===== config.mk =====
export PLATFORM = sky130hd
export DESIGN_NAME = zeroriscy_irq_arbiter
export DESIGN_NICKNAME = d
export VERILOG_FILES = /design/src/rtl/zeroriscy_irq_arbiter.sv
export SDC_FILE = /design/constraint.sdc
export NUM_CORES = 1
export LEC_CHECK = 0
export ABC_AREA = 1
export CAP_MARGIN = 20
export CORE_MARGIN = 2
export CORE_UTILIZATION = 39
export CTS_CLUSTER_DIAMETER = 40
export DETAILED_ROUTE_END_ITERATION = 7
export PLACE_DENSITY = 0.82
export SETUP_SLACK_MARGIN = 0.4
export SLEW_MARGIN = 20
export SYNTH_ARGS = -nofsm -noshare
export SYNTH_HDL_FRONTEND = slang
export SYNTH_SLANG_ARGS = --single-unit
export TNS_END_PERCENT = 30

===== constraint.sdc =====
create_clock -name clk -period 2.25 [get_ports clk]
set_clock_uncertainty 0.1 [all_clocks]
set_input_delay 0.5625 -clock clk [delete_from_list [all_inputs] [get_ports clk]]
set_output_delay 0.5625 -clock clk [all_outputs]
set_load 0.01 [all_outputs]

===== src/rtl/zeroriscy_irq_arbiter.sv =====
// Interrupt arbiter feeding the zero-riscy irq_i/irq_id_i handshake: pending/mask registers plus IDLE/REQ/DONE request FSM.
// Optional build macro IRQ_EDGE_DETECT_EN selects rising-edge source capture instead of level capture.
module zeroriscy_irq_arbiter #(
    parameter int NUM_IRQ = 32
) (
    input  logic               clk,
    input  logic               rst_n,
    input  logic [NUM_IRQ-1:0] irq_src_i,
    input  logic               mask_we_i,
    input  logic [NUM_IRQ-1:0] mask_wdata_i,
    input  logic [NUM_IRQ-1:0] pend_set_i,
    input  logic [NUM_IRQ-1:0] pend_clr_i,
    output logic               irq_o,
    output logic [4:0]         irq_id_o,
    input  logic               irq_ack_i,
    input  logic [4:0]         irq_ack_id_i,
    output logic [NUM_IRQ-1:0] mask_o,
    output logic [NUM_IRQ-1:0] pending_o
);

    typedef enum logic [1:0] {
        S_IDLE = 2'd0,
        S_REQ  = 2'd1,
        S_DONE = 2'd2
    } state_e;

    state_e               state_q, state_d;
    logic                 irq_q, irq_d;
    logic [4:0]           irq_id_q, irq_id_d;
    logic [NUM_IRQ-1:0]   pending_q, pending_d;
    logic [NUM_IRQ-1:0]   mask_q, mask_d;
    logic [NUM_IRQ-1:0]   src_event_s;
    logic [NUM_IRQ-1:0]   active_s;
    logic [31:0]          active_ext_s;
    logic [31:0]          ack_onehot_s;
    logic [NUM_IRQ-1:0]   ack_clr_s;
    logic                 ack_take_s;

    // Lowest set index of v; returns 0 when v is empty (caller guards with |v).
    function automatic logic [4:0] lowest_idx(input logic [NUM_IRQ-1:0] v);
        logic [4:0] idx;
        idx = 5'd0;
        for (int i = NUM_IRQ - 1; i >= 0; i--) begin
            if (v[i]) begin
                idx = 5'(i);
            end else begin
                idx = idx;
            end
        end
        return idx;
    endfunction

`ifdef IRQ_EDGE_DETECT_EN
    logic [NUM_IRQ-1:0] src_prev_q;

    // Previous source levels for rising-edge detection.
    always_ff @(posedge clk or negedge rst_n) begin
        if (!rst_n) begin
            src_prev_q <= {NUM_IRQ{1'b0}};
        end else begin
            src_prev_q <= irq_src_i;
        end
    end

    assign src_event_s = irq_src_i & ~src_prev_q;
`else
    assign src_event_s = irq_src_i;
`endif

    // Next-state logic for the request FSM, pending and mask registers.
    always_comb begin
        state_d      = state_q;
        irq_id_d     = irq_id_q;
        ack_take_s   = 1'b0;
        active_s     = pending_q & mask_q;
        active_ext_s = 32'(active_s);
        // Ids beyond NUM_IRQ shift out of the vector and so clear nothing.
        ack_onehot_s = 32'd1 << irq_ack_id_i;

        case (state_q)
            S_IDLE: begin
                if (|active_s) begin
                    state_d  = S_REQ;
                    irq_id_d = lowest_idx(active_s);
                end else begin
                    state_d  = S_IDLE;
                end
            end
            S_REQ: begin
                if (irq_ack_i) begin
                    state_d    = S_DONE;
                    ack_take_s = 1'b1;
                end else if (!active_ext_s[irq_id_q]) begin
                    state_d = S_IDLE;
                end else begin
                    state_d = S_REQ;
                end
            end
            S_DONE: begin
                state_d = S_IDLE;
            end
            default: begin
                state_d = S_IDLE;
            end
        endcase

        if (ack_take_s) begin
            ack_clr_s = ack_onehot_s[NUM_IRQ-1:0];
        end else begin
            ack_clr_s = {NUM_IRQ{1'b0}};
        end

        // Set terms are OR-ed in last so a same-cycle event beats any clear.
        pending_d = (pending_q & ~(pend_clr_i | ack_clr_s)) | src_event_s | pend_set_i;

        if (mask_we_i) begin
            mask_d = mask_wdata_i;
        end else begin
            mask_d = mask_q;
        end

        irq_d = (state_d == S_REQ);
    end

    // State and output registers.
    always_ff @(posedge clk or negedge rst_n) begin
        if (!rst_n) begin
            state_q   <= S_IDLE;
            irq_q     <= 1'b0;
            irq_id_q  <= 5'd0;
            pending_q <= {NUM_IRQ{1'b0}};
            mask_q    <= {NUM_IRQ{1'b0}};
        end else begin
            state_q   <= state_d;
            irq_q     <= irq_d;
            irq_id_q  <= irq_id_d;
            pending_q <= pending_d;
            mask_q    <= mask_d;
        end
    end

    assign irq_o     = irq_q;
    assign irq_id_o  = irq_id_q;
    assign mask_o    = mask_q;
    assign pending_o = pending_q;

endmodule


Word level (Yosys, flattened, before mapping):

Index checks and enable logic that the tools add are counted.

* register bits after elaboration: 72
* input port bits: 137
* word-level logic and storage cells: 59

* $lt $le $gt $ge: 1
* eq/ne operators: 2
* shift operators: 1
* multiplexer cells: 41
* bitwise logic cells: 6
* reductions and logical operators: 3

Operator list (count)
* 5-bit two-way mux: 32
* 32-bit bitwise OR: 3
* 32-bit bitwise AND: 2
* 32-bit two-way mux: 1
* 32-bit NOT: 1
* 32-bit OR reduction: 1
* 1-bit by 5-bit left shift with 32-bit output (first input constant): 1
* 5-bit by 6-bit less-than comparator with 1-bit output (second input constant): 1
* 1-bit binary-select mux with 5-bit select: 1
* 1-bit two-way mux: 5
* 2-bit by 1-bit equality test with 1-bit output (second input constant): 2
* 2-bit case mux with 2 select lines: 1
* 2-bit zero test: 1
* 2-bit two-way mux: 1
* 2-bit AND reduction: 1

Longest topological paths before layout:

* word-level depth: 33
* mapped depth: 34

Worst setup path before layout:

OpenSTA, ideal clock, no wires.

* kind: flip-flop to flip-flop
* start point: reg pending_q[31] (netlist: pending_o[31])
* end point: reg irq_id_q[0] (netlist: irq_id_o[0])
* setup time: 117 ps
* data arrival time: 1888 ps
* required time: 2033 ps
* setup slack: 145 ps
* stages on the path, launching flop included: 35
* clock period less this slack: 2105 ps
* path through: dfrtp_1 -> nand2_2 -> inv_2 -> nand2_1 -> nand2_1 -> nand2_1 -> nand2_1 -> nand2_1 -> nand2_1 -> nand2_1 -> nand2_1 -> nand2_1 -> nand2_1 -> nand2_1 -> nand2_1 -> nand2_1 -> nand2_1 -> nand2_1 -> nand2_1 -> nand2_1 -> nand2_1 -> nand2_1 -> nand2_1 -> nand2_1 -> nand2_1 -> nand2_1 -> nand2_1 -> nand2_1 -> nand2_1 -> nand2_1 -> nand2_1 -> nand2_1 -> nand2_1 -> nand2_1 -> nand2_1

* longest elaborated chain between the ends: 33

RTL lines
* from (decl): RTL line 30 `logic [NUM_IRQ-1:0] pending_q, pending_d;`
* from (signal assigned): RTL line 131 `pending_q <= {NUM_IRQ{1'b0}};`
* from (signal assigned): RTL line 137 `pending_q <= pending_d;`
* 32-bit bitwise AND *: RTL line 75 `active_s = pending_q & mask_q;`
* 5-bit two-way mux (32 in series): RTL line 44 `if (v[i]) begin`
* to (signal assigned): RTL line 136 `irq_id_q <= irq_id_d;`
* to (decl): RTL line 29 `logic [4:0] irq_id_q, irq_id_d;`

Every way passes the cells marked *; elsewhere a longest branch is shown, timed or not.
A chain may end at the register's enable or synchronous reset.

Worst setup path in the final report:

* start point: reg mask_q[31] (netlist: mask_o[31])
* end point: reg irq_id_q[0] (netlist: irq_id_o[0])

* longest elaborated chain between the ends: 33

RTL lines
* from (decl): RTL line 31 `logic [NUM_IRQ-1:0] mask_q, mask_d;`
* from (signal assigned): RTL line 132 `mask_q <= {NUM_IRQ{1'b0}};`
* from (signal assigned): RTL line 138 `mask_q <= mask_d;`
* 32-bit bitwise AND *: RTL line 75
* 5-bit two-way mux (32 in series): RTL line 44

Marks and branches as above.

==> impl_summary.log <==
[metrics] number of detailed-routing iterations run before antenna repair: 6
[metrics] number of cells after detailed placement: 735
[metrics] worst path setup slack after routing: -0.0280 ns
[metrics] number of instances in the synthesized netlist: 407
[metrics] combinational family with the most area after synthesis: simple AND/OR/NAND/NOR gates
[metrics] IO Port Bufs: 206
[metrics] data arrival time at the worst-slack endpoint: 2.43 ns
[metrics] maximum clock frequency: 439 MHz
[metrics] clock period minus final worst setup slack: roughly 2.3 ns
[metrics] H-tree levels: 3
[metrics] final standard cell area without fillers: 6280 um2
[metrics] delay of the slowest cell on the worst path: 0.41 ns
[metrics] power share of the clock group: 0.276
[metrics] Static Leakage: 2.71 nW
[metrics] Compound-Gate Fraction of Synth Area: 0.168
[metrics] Max Fanout on Critical Path: 2
[metrics] Buffers & Inverters on Critical Path: 1
[metrics] Hold Path Class: in2async
[metrics] kind of end point of the critical path: flip-flop
[metrics] number of cells in the finished layout apart from fillers: 761
[metrics] clock sink count: 72
[metrics] largest vdd supply drop: 372 uV
[metrics] filler cell count: between 700 and 800
[metrics] Syn-to-layout area delta: 71.8%
[metrics] met2 Track Usage GR: 0.490
[metrics] final design utilization: 0.687
[metrics] count of vias placed by the detailed router: 4140
[metrics] most used cell, CP: sky130_fd_sc_hd__nand2_1
[metrics] normalized max-slew margin: 0.540
[metrics] parity-gate share of the synthesized area counting xor and xnor cells: 0
[metrics] post-synthesis mux area share: 0.0985
[metrics] kind of cell adding the most delay to the critical path: simple AND/OR/NAND/NOR gates
[metrics] Worst Setup Start Kind: flip-flop
[metrics] number of hold-slack violations in the final timing report: 0
[metrics] die height: between 100 and 150 um
[metrics] floorplan die area: 10200 um2
[metrics] antenna violation net count after detailed routing: 0
[metrics] violation count after the first detailed-route iteration: 243
[metrics] Overall Power: 4.24 mW
[metrics] number of cells on the worst reg-to-reg path: 34
[metrics] Worst-Margin Slew: between 0.6 and 0.7 ns
[metrics] Reg2Reg Setup Slack: -0.03 ns
[metrics] final estimated routing congestion in global placement: 0.927
[metrics] worst setup slack before clock tree synthesis: -0.0700 ns
[metrics] Inserted Clock Buffers: 9
[metrics] global-route total usage across every layer: 0.287
[metrics] Syn Nets: 544
[metrics] post-placement cell area: 5990 um2
[metrics] worst reg2reg path endpoint: irq_id_o[0]$_DFFE_PN0P_
[metrics] Sequential Power Share: 0.379
[metrics] Internal: between 2 and 3 mW
[metrics] total number of yosys warnings: 0
[metrics] Slowest-stage cell, CP: sky130_fd_sc_hd__dfrtp_1
[metrics] clock tree from TritonCTS: yes
[metrics] count of final setup violators: 1
[metrics] I/O pin count: 207
[metrics] maximum number of pins on one net before global-route repair: between 50 and 60
[metrics] unrepaired setup endpoints after global routing: yes
[metrics] gr ovfl total: 0
[metrics] area share of and/or/nand/nor cells after synthesis: 0.208
[metrics] ratio of cells with drive above 1 in the final layout: 0.151
[metrics] final-report max-slew violation count: 0
[metrics] power density over cell area: 675 nW/um2
[metrics] switch share: 0.349
[metrics] critical path class: reg2reg
[metrics] HPWL after detailed placement: between 10000 and 15000 um
[metrics] post-synth cell types: 26
[metrics] post-route fraction of the period consumed by the critical path: 1.01
[metrics] clock network latency to the later pin of the worst-skew pair: approximately 0.37 ns
[metrics] P_sw: 1.48 mW
[metrics] status: finished with violations
[metrics] site row count: 35
[metrics] vias per cell: around 5.4
[metrics] Routed wire per std cell: between 15 and 20 um
[metrics] number of maximum-capacitance constraint violations: 0
[metrics] clock transition at the registers of the reported paths: 0.09 ns
[metrics] Post-layout nets: 782
[metrics] global-route met3 utilization: 0.0818
[metrics] Syn Std Cell Area: ~3700 um2
[metrics] post-route DRC violation count: 0
[metrics] violations in the final reports: setup timing
[metrics] most heavily used metal layer in global routing: met2
[metrics] Worst EP required: around 2.4 ns
[metrics] flip-flop and latch count after synthesis: 72
[metrics] total negative setup slack: -0.0280 ns
[metrics] part of the Yosys area used for sequential elements: 0.492
[metrics] Die Wd: 101 um
[metrics] combinational share of power: 0.346
[metrics] final hold slack: 0.127 ns
[metrics] total wire length: 14200 um
[metrics] vias in the first global route: 4348
[metrics] CTS max path bufs: 2
[metrics] Std-Cell Core Area: ~9200 um2
[metrics] first-pass GRT wire length: 22000 um
[metrics] Crit Reg-Reg Startpoint: mask_o[31]$_DFFE_PN0P_
[metrics] number of antenna cells inserted: 0
[metrics] syn avg cell area: 8.99 um2
[metrics] post-synthesis adder-cell area fraction: 0
[metrics] Clock Tree Root: sky130_fd_sc_hd__clkbuf_8
[metrics] initial antenna violation count: 0
[metrics] initial cell density of the core: 0.400
[metrics] met1 global-route usage: 0.339
[metrics] Critical Path Source: mask_o[31]$_DFFE_PN0P_
sequential cells by signal, summed over array words and instances (netlist names):
signal and cells:
irq_id_o 5, irq_o 1, pending_o 32, state_q 2
mask_o 32
cells in the final DEF (no fill, tap or decap), drive strengths merged, types with 5 or more instances in the layout:
master	n
clkdlybuf4s15	7
dfrtp	72
nor2	58
mux2	32
nand2	100
a21oi	20
clkdlybuf4s50	133
clkbuf	9
nor4	5
nand3	11
o211ai	7
o21ai	20
buf	32
o221ai	6
a31oi	10
a211o	24
dlygate4sd2	62
inv	24
metal layers:
metal,share of wire,up-vias
li1,-,1902
met1,0.38,1966
met2,0.49,237
met3,0.098,35
met4,0.035,0
met5,0,-
worst max-delay path by stage:
| stage | end | slack (ns) | cells past startpoint |
|---|---|---|---|
| floorplan | irq_id_o[0]$_DFFE_PN0P_ | 0.15 | 34 |
| global placement | pending_o[26]$_DFF_PN0_ | -0.05 | 6 |
| detailed placement | pending_o[14]$_DFF_PN0_ | -0.07 | 5 |
| CTS | irq_id_o[0]$_DFFE_PN0P_ | -0.003 | 34 |
| global route | irq_id_o[0]$_DFFE_PN0P_ | -0.45 | 34 |
| finish | irq_id_o[0]$_DFFE_PN0P_ | -0.03 | 34 |
Yosys cell counts, drive strengths merged:
| cell type | instances | share of area |
|---|---|---|
| a211o | 24 | 0.058 |
| a21oi | 20 | 0.027 |
| a31oi | 10 | 0.017 |
| a41oi | 1 | 0.0024 |
| buf | 3 | 0.0031 |
| clkbuf | 6 | 0.0062 |
| dfrtp | 72 | 0.49 |
| inv | 23 | 0.024 |
| mux2 | 32 | 0.098 |
| nand2 | 100 | 0.12 |
| nand3 | 11 | 0.015 |
| nand3b | 2 | 0.0041 |
| nand4 | 3 | 0.0051 |
| nor2 | 58 | 0.060 |
| nor4 | 5 | 0.0085 |
| o211ai | 7 | 0.014 |
| o21ai | 20 | 0.027 |
| o221ai | 6 | 0.014 |
| o22ai | 2 | 0.0034 |
| o31ai | 2 | 0.0041 |
power groups by stage:
stage	Combinational, mW	Clock (mW)	Sequential [mW]
2_1_floorplan	0.648	0	1.64
6_report	1.47	1.17	1.61
4_1_cts	1.44	1.17	1.59
5_1_grt	1.61	1.23	1.63
3_3_place_gp	1.43	0	1.62
3_5_place_dp	1.45	0	1.63
final cells by class:
cell class / count / area (um2) / area share
well taps: 111 / 139 / 0.0221
clock buffers: 9 / 124 / 0.0197
flip-flops and latches: 72 / 1800 / 0.287
inverters: 23 / 88.8 / 0.0141
repair buffers: 236 / 2230 / 0.355
multi-input cells: 303 / 1800 / 0.287
clock inverters: 7 / 95.1 / 0.0151
worst register-to-register path: cells and delay by family (launching register included):
kind / cells / cell delay, ns
simple gates: 33 / 1.61
flops: 1 / 0.41
buf+inv: 1 / 0.03
cell families (layout without fill, tap and decap cells):
group | after synthesis | in the layout
DFF | 72 | 72
buffers and inverters | 32 | 275
muxes | 32 | 32
AOI/OAI and AO/OA | 92 | 92
and+or+nand+nor | 179 | 179
timing repair:
item                       in CTS  in global routing
gates resized for setup        84                 15
hold buffers                    0                  0
hold endpoints to repair        0                  0
buffers inserted               10                  0
pin swaps                       5                  1
setup endpoints to repair      80                 33
Power figures use the tool's default switching activity.
